`src/rtl/kgp_pkg.sv`:
```
// kgp_pkg: shared register-file widths and the writeback entry type.
package kgp_pkg;
  localparam int REG_ADDR_W = 5;
  localparam int DATA_W = 32;
  typedef struct packed {
    logic [REG_ADDR_W-1:0] rd;
    logic [DATA_W-1:0] data;
  } wb_entry_t;
endpackage

```
`src/rtl/wb_lookup.sv`:
```
// wb_lookup: youngest-match search of a pending register index over the valid queue entries.
module wb_lookup import kgp_pkg::*; #(
  parameter int DEPTH = 4,
  localparam int AW = $clog2(DEPTH)
) (
  input  wb_entry_t [DEPTH-1:0] entries,
  input  logic [AW-1:0]         rptr,
  input  logic [AW:0]           count,
  input  logic [REG_ADDR_W-1:0] lookup_reg,
  output logic                  hit,
  output logic [DATA_W-1:0]     data
);
  // Walk oldest to youngest so the last match, the youngest, wins.
  always_comb begin
    hit = 1'b0;
    data = '0;
    for (int i = 0; i < DEPTH; i++) begin
      if ((AW+1)'(i) < count && entries[rptr + AW'(i)].rd == lookup_reg) begin
        hit = 1'b1;
        data = entries[rptr + AW'(i)].data;
      end
    end
  end
endmodule

```
`src/rtl/wb_queue.sv`:
```
// wb_queue: in-order writeback FIFO feeding the register file; operand bypass enabled by WB_QUEUE_BYPASS_EN.
module wb_queue import kgp_pkg::*; #(
  parameter int DEPTH = 4,
  localparam int AW = $clog2(DEPTH)
) (
  input  logic                  clk,
  input  logic                  reset,
  input  logic                  flush,
  input  logic                  in_valid,
  output logic                  in_ready,
  input  logic [REG_ADDR_W-1:0] in_reg,
  input  logic [DATA_W-1:0]     in_data,
  input  logic                  wr_stall,
  output logic                  wr_en,
  output logic [REG_ADDR_W-1:0] wr_reg,
  output logic [DATA_W-1:0]     wr_data,
  input  logic [REG_ADDR_W-1:0] lookup_reg1,
  input  logic [REG_ADDR_W-1:0] lookup_reg2,
  output logic                  lookup_hit1,
  output logic                  lookup_hit2,
  output logic [DATA_W-1:0]     lookup_data1,
  output logic [DATA_W-1:0]     lookup_data2,
  output logic [AW:0]           count
);
  wb_entry_t [DEPTH-1:0] mem;
  logic [AW-1:0] rptr, wptr;
  logic push, pop, nonempty;
  assign nonempty = count != '0;
  assign in_ready = count < (AW+1)'(DEPTH);
  assign wr_en = nonempty && !wr_stall;
  assign push = in_valid && in_ready && !flush;
  assign pop = wr_en && !flush;
  assign wr_reg = nonempty ? mem[rptr].rd : '0;
  assign wr_data = nonempty ? mem[rptr].data : '0;
  always_ff @(posedge clk or negedge reset) begin
    if (!reset) begin
      rptr <= '0;
      wptr <= '0;
      count <= '0;
    end else if (flush) begin
      rptr <= '0;
      wptr <= '0;
      count <= '0;
    end else begin
      if (push) wptr <= wptr + 1'b1;
      if (pop) rptr <= rptr + 1'b1;
      count <= count + (AW+1)'(push) - (AW+1)'(pop);
    end
  end
  // Payload is never reset; only pointers and count define validity.
  always_ff @(posedge clk) begin
    if (push) mem[wptr] <= '{rd: in_reg, data: in_data};
  end
`ifdef WB_QUEUE_BYPASS_EN
  wb_lookup #(.DEPTH(DEPTH)) u_lookup1 (
    .entries(mem), .rptr(rptr), .count(count), .lookup_reg(lookup_reg1),
    .hit(lookup_hit1), .data(lookup_data1)
  );
  wb_lookup #(.DEPTH(DEPTH)) u_lookup2 (
    .entries(mem), .rptr(rptr), .count(count), .lookup_reg(lookup_reg2),
    .hit(lookup_hit2), .data(lookup_data2)
  );
`else
  logic unused_lookup;
  assign unused_lookup = ^{lookup_reg1, lookup_reg2};
  assign lookup_hit1 = 1'b0;
  assign lookup_hit2 = 1'b0;
  assign lookup_data1 = '0;
  assign lookup_data2 = '0;
`endif
endmodule
```
`config.mk`:
```
export PLATFORM = sky130hd
export DESIGN_NAME = wb_queue
export DESIGN_NICKNAME = d
export VERILOG_FILES = /design/src/rtl/kgp_pkg.sv /design/src/rtl/wb_lookup.sv /design/src/rtl/wb_queue.sv
export SDC_FILE = /design/constraint.sdc
export NUM_CORES = 1
export LEC_CHECK = 0
export ABC_AREA = 0
export BUFFER_PORTS_ARGS = -buffer_cell sky130_fd_sc_hd__clkbuf_2
export CAP_MARGIN = 20
export CELL_PAD_IN_SITES_DETAIL_PLACEMENT = 0
export CELL_PAD_IN_SITES_GLOBAL_PLACEMENT = 2
export CORE_ASPECT_RATIO = 0.7
export CORE_MARGIN = 2
export CORE_UTILIZATION = 38
export DETAILED_ROUTE_END_ITERATION = 6
export GPL_TIMING_DRIVEN = 0
export PLACE_DENSITY = 0.88
export RECOVER_POWER = 50
export SETUP_SLACK_MARGIN = 0.02
export SYNTH_ARGS = -nofsm -noshare
export SYNTH_HDL_FRONTEND = slang
export SYNTH_SLANG_ARGS = --single-unit
```
`constraint.sdc`:
```
create_clock -name clk -period 3.2 [get_ports clk]
set_input_delay 0.16 -clock clk [delete_from_list [all_inputs] [get_ports clk]]
set_output_delay 0.16 -clock clk [all_outputs]
set_load 0.1 [all_outputs]
```
* Word level (Yosys, flattened, before mapping)
Cells that the tools add are included.
Operators by class: add/sub/neg operators 4, magnitude comparators 4, mux-type cells 12, reductions and logical operators 10
Operators with widths (number):
- $bwmux 148 | 1
- $bmux 37 s2 | 1
- $demux 37 s2 | 1
- $mux 37 | 2
- $mux 32 | 1
- $mux 2 | 4
- $lt 2x3->1 const B | 2
- $logic_and 1x1->1 | 5
- $mux 5 | 1
- $add 2x1->2 const B | 2
- $reduce_bool 2->1 | 2
- $add 3x1->3 | 1
- $lt 3x3->1 const B | 1
- $mux 3 | 1
- $reduce_bool 3->1 | 1
- $sub 3x1->3 | 1
- $ge 2x1->1 const B | 1
- $logic_not 1->1 | 2
Word-level totals: flip-flop bits (word level) 155, bits of input ports 52, word-level logic and storage cells 41

* Depth between registers and ports, before layout
Gate-level depths: netlist of the first run.
depth after elaboration 6, gate-level depth with buffers 11, mapped depth without buffers 11

* Worst setup path after synthesis of the first run
Ideal clock, no wire load.
path type reg2reg, start point register count[1], end point register count[2], library setup time 0.132 ns, arrival 2.732 ns, data required time 3.068 ns, path slack 0.336 ns, stages on the path, launching flop included 12, path buffers 1, path through dfrtp_1 -> nor3_4 -> clkbuf_1 -> nor3_1 -> ha_1 -> inv_1 -> ha_1 -> inv_1 -> fa_1 -> xnor2_1 -> xnor2_1 -> nor2_1
Between the ends: longest elaborated chain between the ends 6, elaborated cells between the ends (all ways) 9
RTL lines:
- from (decl) | RTL line wb_queue.sv:23 | output logic [AW:0] count
- from (signal assigned) | RTL line wb_queue.sv:47 | count <= count + (AW+1)'(push) - (AW+1)'(pop);
- $lt 3x3->1 | RTL line wb_queue.sv:29 | assign in_ready = count < (AW+1)'(DEPTH);
- $logic_and 1x1->1 (2 in series) | RTL line wb_queue.sv:31 | assign push = in_valid && in_ready && !flush;
- $add 3x1->3 | RTL line wb_queue.sv:47
- $sub 3x1->3 * | RTL line wb_queue.sv:47
- $mux 3 * | RTL line wb_queue.sv:40 | end else if (flush) begin
Mark *: on every way between the ends. The rest lies on a longest branch, timed or not. A chain may end at the register's enable or synchronous reset.

* Final worst setup path of the first run
start point register count[2], end point register mem[91] in the netlist's numbering, enable pin
Between the ends: longest elaborated chain between the ends 3
RTL lines:
- $lt 3x3->1 | RTL line wb_queue.sv:29
- $logic_and 1x1->1 (2 in series) | RTL line wb_queue.sv:31
- to (signal, indexed assignment) | RTL line wb_queue.sv:52 | if (push) mem[wptr] <= '{rd: in_reg, data: in_data};
- to (decl) | RTL line wb_queue.sv:25 | wb_entry_t [DEPTH-1:0] mem;
Every way passes these cells.

==> results.md, run 1 <==
- Startpoint types: flip-flop
- IO buf count: 82
- Clock-pin slew on the worst setup and hold paths: 60 ps
- Die area: 18300 sq um
- H-tree Lvls: 4
- Power share of the sequential group: 0.302
- Main flop type after synthesis: edfxtp_1
- Peak VDD IR: 0.786 mV
- Synth top cells by count: edfxtp_1 (148), buf_4 (67), nor2b_1 (41)
- Die height: 114 um
- I/O Pins: 160
- Final ANT Viol Nets: 0
- Area occupied by multi-input gates: 1580 sq um
- Violated checks: max-capacitance violations, max-slew violations
- Hold-fix buffers at CTS: 38
- Post-detail-place hpwl: 8.04 mm
- Critical path peak fanout: 19
- Setup TNS: 0 ps
- Vias in the first global route: 3598
- Starting Density: 0.385
- Slew @ Worst Pin: 1650 ps
- CTS max path bufs: 2
- Worst Path Required: 3310 ps
- Ranking of synthesized cells by area: edfxtp_1 (68%), mux4_2 (13%), buf_4 (7.7%)
- Proportion of netlist area held by the largest area contributor: 0.679
- #FFs+latches synth: 155
- Area Overhead vs Synth: 31.0%
- Comb pwr share: 0.425
- Initial DRT Pass Iterations: 4
- Critical path type: reg -> reg
- GP Congestion: 0.714
- Largest family of logic cells by synthesized area: multiplexers
- GR Util All Layers: 0.140
- Max_cap viols: 1
- Core Util, Final: 0.504
- Final Net Count: 614
- Relative slew slack: -0.103
- Pin count of the biggest net entering global routing: 20
- DR vias/cell: 4.29
- RSZ-0062 raised after global routing: false
- Final Max Slew Viols: 19
- Initial antenna violation count: 1
- P_int: 4.41 mW
- Netlist cell types: 23
- Async set or reset register ratio after synthesis: 0.0452
- Layout cells sized above 1: 0.328
- First DRT Iteration DRCs: 139
- Fill count: 1417
- Clock latency on the worst-skew pair: 410 ps
- Post-Route WL: 12.4 mm
- Sw frac: 0.446
- Mapped Avg Cell Area: 18.9 sq um
- Worst Hold Class: in -> reg
- PD cells: 927 nW/um^2
- Compound-gate portion of the synthesized area: 0.00153
- Leak Pwr: 3.19 nW
- Core area: 17000 sq um
- Post-Synth XOR/XNOR Area: 0.00401
- Register area: 4620 sq um
- Critical Path End Type: flip-flop
- Post-synthesis mux area share: 0.130
- Die width: 161 um
- Status: finished, violations left
- Minimum clock period: 2880 ps
- Max Fclk: 0.348 GHz
- Area leader, netlist: edfxtp_1
- Non-Filler Instances: 799
- Final hold vios: 0
- Adder-Cell Fraction of Synth Area: 0.0145
- Post-Synthesis Cell Area: 6550 sq um
- Final-report setup violation count: 0
- Register area share after synthesis: 0.705
- TritonCTS Buffers: 17
- Placed cell count: 729
- Switching Power: 3.55 mW
- Count leader, synth: edfxtp_1
- Global route overflow: 0
- Number of cell rows: 40
- Post-synth EDFFs: 148
- Final Skew: 7.58 ps
- Tot Pwr: 7.96 mW
- DRC Markers: 0
- Critical path arrival: 2990 ps
- Final period utilization: 0.899
- Postcts setup bufs: 0
- Mapped Cells: 347
- Simple-gate share of the synthesized area: 0.0518
- Clock power frac: 0.274
- PostCTS Resize Cnt: 0
- CTS tree: built
- Synth Warn #: 0
- Via count: 3429
- First-pass GRT wire length: 19.2 mm
- Sinks on Clock Net: 155
- DR WL/cell: 15.5 um
- Clock Root Buffer: clkbuf_16
[sequential cells by signal (all words and copies together) (netlist names)]
signal / cells
count: 3
mem: 148
rptr: 2
wptr: 2
[cell families after synthesis]
family | Yosys count
mux | 39
buf+inv | 85
flops | 155
fa+ha+maj | 7
simple gates | 55
other cells | 1
compound gates | 2
xor+xnor | 3
[final timing paths]
check                      startpoint      end  slack, ps  depth (start not counted)
min in group asynchronous       reset  rptr[0]        180                          2
min                             flush  wptr[0]        140                          2
max                          count[2]  mem[91]        320                          4
min reg2reg                   wptr[1]  wptr[1]        610                          2
max reg2reg                  count[2]  mem[91]        320                          4
max in group asynchronous       reset  wptr[1]       2740                          2
[per-layer routing]
| layer | track usage | part of all wire |
|---|---|---|
| met5 | 0 | 0 |
| met4 | 0.0369 | 0.0075 |
| met3 | 0.0476 | 0.061 |
| met2 | 0.240 | 0.51 |
| met1 | 0.172 | 0.42 |
[power groups by stage]
stage	clock [mW]	combinational (mW)	sequential (mW)
2_1_floorplan	0	2.77	2.52
3_3_place_gp	0	3.34	2.44
3_5_place_dp	0	3.39	2.44
4_1_cts	2.22	3.43	2.40
5_1_grt	2.31	3.52	2.41
6_report	2.18	3.38	2.40
[cell usage in the layout, fill, tap and decap left out, drive strengths merged, types with 5 or more instances in the layout]
cell type	n
edfxtp	148
clkbuf	108
buf	75
conb	66
nor2b	41
dlygate4sd3	38
mux4	37
inv	9
dfrtp	7
nor2	6
ha	6
bufinv	5
[per-stage QoR]
stage               setup WS (ps)  cell area, sq um  hold WS, ps
floorplan                     336              6790         -136
global placement              182              7490         6.63
detailed placement            279              7610         10.2
CTS                           277              8630          111
global route                 70.7              8580          157
finish                        323              8580          143
[area by class of cell]
type                       instances  area share
buffer                            79      0.0674
timing repair buffer             124      0.0988
tap                              231      0.0337
inverter                           6     0.00262
multi-input combinational        172       0.184
clock inverter                    13      0.0252
antenna                            1    0.000292
sequential                       155       0.538
clock buffer                      18      0.0500
[worst max-delay path, stage by stage (launching register included)]
cell and delay [ps]:
dfrtp_1 430, nor2b_1 290, nor2b_1 300, and2_0 1280
buf_16 260
Note: power is estimated with default switching activity, not from simulation.
==> inputs of run 2 (changes only) <==
--- a/config.mk
+++ b/config.mk
@@ -15,6 +15,7 @@
 export CORE_UTILIZATION = 38
 export DETAILED_ROUTE_END_ITERATION = 6
 export GPL_TIMING_DRIVEN = 0
+export HOLD_SLACK_MARGIN = 0.15
 export PLACE_DENSITY = 0.88
 export RECOVER_POWER = 50
 export SETUP_SLACK_MARGIN = 0.02
==> run 2 against run 1 <==
  * The run still ends with max-capacitance violations, max-slew violations left
  * Clock skew is 1.8 ps higher
  * Non-clock buffer count rose by 3
  * Clock-buffer cell count unchanged
  * Clock power about the same
  * Final cell count increased by 0.38%
==> results.md, run 2 (synthesis results as in run 1) <==
- Status: finished, violations left
- Violated checks: max-capacitance violations, max-slew violations
- Comb pwr share: 0.425
- Biggest regs: mem (148), count (3)
- Commonest non-fill, non-tap cells in the layout: edfxtp_1 (148), buf_4 (67), conb_1 (66), clkbuf_1 (50)
- Leak Pwr: 3.21 nW
- Starting Density: 0.385
- DRC Markers: 0
- DP Area: 7610 sq um
- Slew @ Worst Pin: 1620 ps
- Sw frac: 0.446
- Worst setup path start: count[2]
- Layout cells sized above 1: 0.328
- Die width: 161 um
- Via count: 3455
- Reg-to-reg critical path startpoint: count[2]
- Global route overflow: 0
- P_int: 4.41 mW
- Final Net Count: 617
- CTS tree: built
- Critical path type: reg -> reg
- Core area: 17000 sq um
- Hold_ws: 219 ps
- Initial antenna violation count: 1
- Startpoint types: flip-flop
- GR Util All Layers: 0.141
- PD cells: 924 nW/um^2
- Switching Power: 3.55 mW
- Relative slew slack: -0.0828
- Post-detail-place hpwl: 8.04 mm
- Number of cell rows: 40
- H-tree Lvls: 4
- Die height: 114 um
- DR vias/cell: 4.31
- Final Max Slew Viols: 19
- Final ANT Viol Nets: 0
- Max Fclk: 0.350 GHz
- Worst Path Required: 3310 ps
- Fill count: 1417
- Area Overhead vs Synth: 31.5%
- Clock power frac: 0.273
- TritonCTS Buffers: 17
- Clock-pin slew on the worst setup and hold paths: 60 ps
- Peak VDD IR: 0.786 mV
- Hold Path End: wptr[0]
- Power share of the sequential group: 0.302
- Reg with most FFs: mem
- Commonest non-fill, non-tap cell in the layout: edfxtp_1
- PostCTS Resize Cnt: 0
- Sinks on Clock Net: 155
- Tot Pwr: 7.96 mW
- Critical path peak fanout: 19
- Cell count of the worst hold path: 4
- Post-Route WL: 12.3 mm
- GP Congestion: 0.714
- Max reg flops: 148
- Final Instance Area: 8610 sq um
- Worst Hold Class: in -> reg
- Final Skew: 9.41 ps
- Final-report setup violation count: 0
- First-pass GRT wire length: 19.3 mm
- Clock latency on the worst-skew pair: 410 ps
- R2r setup slk: 340 ps
- IO buf count: 82
- Die area: 18300 sq um
- Final hold vios: 0
- RSZ-0062 raised after global routing: false
- Minimum clock period: 2860 ps
- Setup TNS: 0 ps
- Critical Path End Type: flip-flop
- CTS max path bufs: 2
- Vias in the first global route: 3627
- Clock Root Buffer: clkbuf_16
- Pin count of the biggest net entering global routing: 20
- DR WL/cell: 15.4 um
- Hold Startpoint: in_valid
- Final period utilization: 0.893
- Critical path arrival: 2970 ps
- Core Util, Final: 0.506
- Max_cap viols: 1
- I/O Pins: 160
- Worst Reg-to-Reg Cells: 4
- Worst r2r dst: mem[91]
- First DRT Iteration DRCs: 172
- Initial DRT Pass Iterations: 4
## run 2: cell count changes in the layout (fill, tap and decap cells not counted), sizes merged
| cell | before | now |
|---|---|---|
| dlygate4sd3 | 38 | 41 |
## run 2: repair_timing
action | in CTS | in global routing
hold endpoints to repair | 160 | 0
hold buffers | 41 | 0
buffers inserted | 0 | 0
## run 2: area by class of cell
class                      count  area, sq um  area share
clock buffer                  18          429      0.0498
tap                          231          289      0.0336
antenna                        1         2.50    0.000291
clock inverter                13          216      0.0251
sequential                   155         4620       0.536
timing repair buffer         127          880       0.102
inverter                       6         22.5     0.00261
multi-input combinational    172         1580       0.183
buffer                        79          578      0.0671
## run 2: critical path: stages (launching register included)
cell	delay, ps
dfrtp_1	430
nor2b_1	290
nor2b_1	300
and2_0	1260
buf_16	260
## run 2: per-stage QoR
stage          setup WS, ps  std cells
2_1_floorplan           336        412
3_3_place_gp            182        725
3_5_place_dp            279        729
4_1_cts                 276        801
5_1_grt                85.1        802
6_report                343        802
## run 2: worst max-delay path by stage
stage,to,slack (ps),cells past startpoint
floorplan,count[2],340,11
global placement,mem[3],180,3
detailed placement,count[2],280,11
CTS,count[2],280,11
global route,mem[79],90,4
finish,mem[91],340,4
## run 2: per-layer routing
layer | wire [um] | global-route usage
met4 | 110 | 0.0369
met2 | 6270 | 0.241
met1 | 5240 | 0.173
met3 | 716 | 0.0465
met5 | 0 | 0
## run 2: power by group through the flow
stage | Sequential, mW | Clock, mW | Combinational (mW)
2_1_floorplan | 2.52 | 0 | 2.77
3_3_place_gp | 2.44 | 0 | 3.34
3_5_place_dp | 2.44 | 0 | 3.39
4_1_cts | 2.40 | 2.22 | 3.44
5_1_grt | 2.41 | 2.31 | 3.53
6_report | 2.40 | 2.17 | 3.38
==> inputs of run 3 (changes only) <==
--- a/config.mk
+++ b/config.mk
@@ -10,7 +10,6 @@
 export CAP_MARGIN = 20
 export CELL_PAD_IN_SITES_DETAIL_PLACEMENT = 0
 export CELL_PAD_IN_SITES_GLOBAL_PLACEMENT = 2
-export CORE_ASPECT_RATIO = 0.7
 export CORE_MARGIN = 2
 export CORE_UTILIZATION = 38
 export DETAILED_ROUTE_END_ITERATION = 6
==> run 3 against run 2 <==
  * The flow still finishes with violations (max-capacitance violations, max-slew violations)
  * Clock-buffer cell count up 3
  * Worst setup slack worse by 79 ps
  * Total power down 2.4%
  * Via count about the same
  * Flip-flop and latch count unchanged
  * Sequential share of layout area up 0.53 points
  * Sequential power about the same
  * Die area about the same
  * Critical path depth unchanged
  * Critical path type unchanged
==> results.md, run 3 (synthesis results as in run 1) <==
- Die height: 135 um
- Area Overhead vs Synth: 30.2%
- Die width: 135 um
- Starting Density: 0.384
- Status: finished, violations left
- Commonest non-fill, non-tap cells in the layout: edfxtp_1 (148), buf_4 (67), conb_1 (66), clkbuf_1 (54), nor2b_1 (41)
- H-tree Lvls: 4
- Via count: 3457
- Minimum clock period: 2940 ps
- Clock Root Buffer: clkbuf_16
- Placed cell count: 723
- Worst path cell trace: nor2b_1, nor2b_1, and2_0, buf_16
- Relative slew slack: -0.0947
- Antenna diodes: 0
- Post-Route WL: 12.1 mm
- Final Max Slew Viols: 38
- Slowest-stage cell, CP: and2_0
- Violated checks: max-capacitance violations, max-slew violations
- Max_cap viols: 2
- Critical Path End Type: flip-flop
- Final period utilization: 0.917
- Family with the most delay on the worst path: simple AND/OR/NAND/NOR gates
- Startpoint types: flip-flop
- Final ANT Viol Nets: 0
- DP Area: 7600 sq um
- Worst Hold Class: in -> async
- I/O Pins: 160
- TritonCTS Buffers: 17
- Setup TNS: 0 ps
- Post-detail-place hpwl: 7.86 mm
- RSZ-0062 raised after global routing: false
- Final hold vios: 0
- Final setup margin: 264 ps
- Final Net Count: 616
- CP bufs+invs: 1
- Sinks on Clock Net: 155
- Clock-pin slew on the worst setup and hold paths: 60 ps
- Most frequent CP cell: nor2b_1
- Peak VDD IR: 0.776 mV
- Max Fclk: 0.341 GHz
- DRC Markers: 0
- Non-Filler Instances: 794
- Biggest regs: mem (148), count (3)
- Final Instance Area: 8530 sq um
- GR Util All Layers: 0.136
- Pin count of the biggest net entering global routing: 20
- Critical path type: reg -> reg
- Worst slack, placed: 334 ps
- Number of cell rows: 48
- Initial DRT Pass Iterations: 4
- Final Skew: 10.3 ps
- Leak Pwr: 3.16 nW
- Worst Path Required: 3300 ps
- CTS max path bufs: 2
- CTS tree: built
- First-pass GRT wire length: 18.5 mm
- First DRT Iteration DRCs: 187
- Commonest non-fill, non-tap cell in the layout: edfxtp_1
- DR vias/cell: 4.35
- Final-report setup violation count: 0
- Core area: 17100 sq um
- Die area: 18300 sq um
- Clock latency on the worst-skew pair: 410 ps
- PD cells: 910 nW/um^2
- IO buf count: 82
- Layout cells sized above 1: 0.322
- Slew @ Worst Pin: 1640 ps
- DR WL/cell: 15.2 um
- Critical path peak fanout: 19
- Max reg flops: 148
- Slowest cell delay on critical path: 1270 ps
- Global route overflow: 0
- Core Util, Final: 0.500
- Hold_ws: 238 ps
- Critical path arrival: 3040 ps
- GP Congestion: 0.709
- Tot Pwr: 7.76 mW
- Initial antenna violation count: 0
- Reg with most FFs: mem
- Vias in the first global route: 3543
run 3: changes by cell type in the layout (fill, tap and decap cells not counted), sizes merged:
cell,change
dlygate4sd3,-1
diode,-1
clkinvlp,+2
bufinv,-2
clkinv,-1
clkbuf,+3
inv,-2
run 3: what timing repair did:
action,4_1_cts,5_1_grt
buffers inserted,0,0
gates resized for setup,0,0
hold buffers,40,0
endpoints found under the hold margin,159,0
run 3: layer usage:
metal,wire (um),global-route usage
met3,844,0.0400
met2,6330,0.238
met1,4870,0.162
met5,0,0
met4,57,0.0411
run 3: worst paths after layout:
kind / endpoint / cells past startpoint / slack [ps] / startpoint
setup / recovery: mem[81] / 4 / 260 / count[2]
hold / removal: rptr[0] / 2 / 240 / reset
setup reg to reg: mem[81] / 4 / 260 / count[2]
hold reg to reg: wptr[1] / 2 / 610 / wptr[1]
max in group asynchronous: wptr[1] / 2 / 2660 / reset
min in group clk: wptr[0] / 4 / 260 / in_valid
run 3: cell type report:
cell class	count	area (sq um)
fill	1440	8530
sequential	155	4620
multi-input combinational	172	1580
timing repair buffer	126	868
buffer	79	578
clock buffer	21	440
tap	225	282
clock inverter	10	144
inverter	6	22.5
run 3: power breakdown:
part           leakage, nW  switching, mW  total, mW  internal, mW
Combinational         1.45           2.72       3.39         0.670
Sequential            1.44         0.0525       2.40          2.35
Clock                0.274          0.746       1.97          1.23
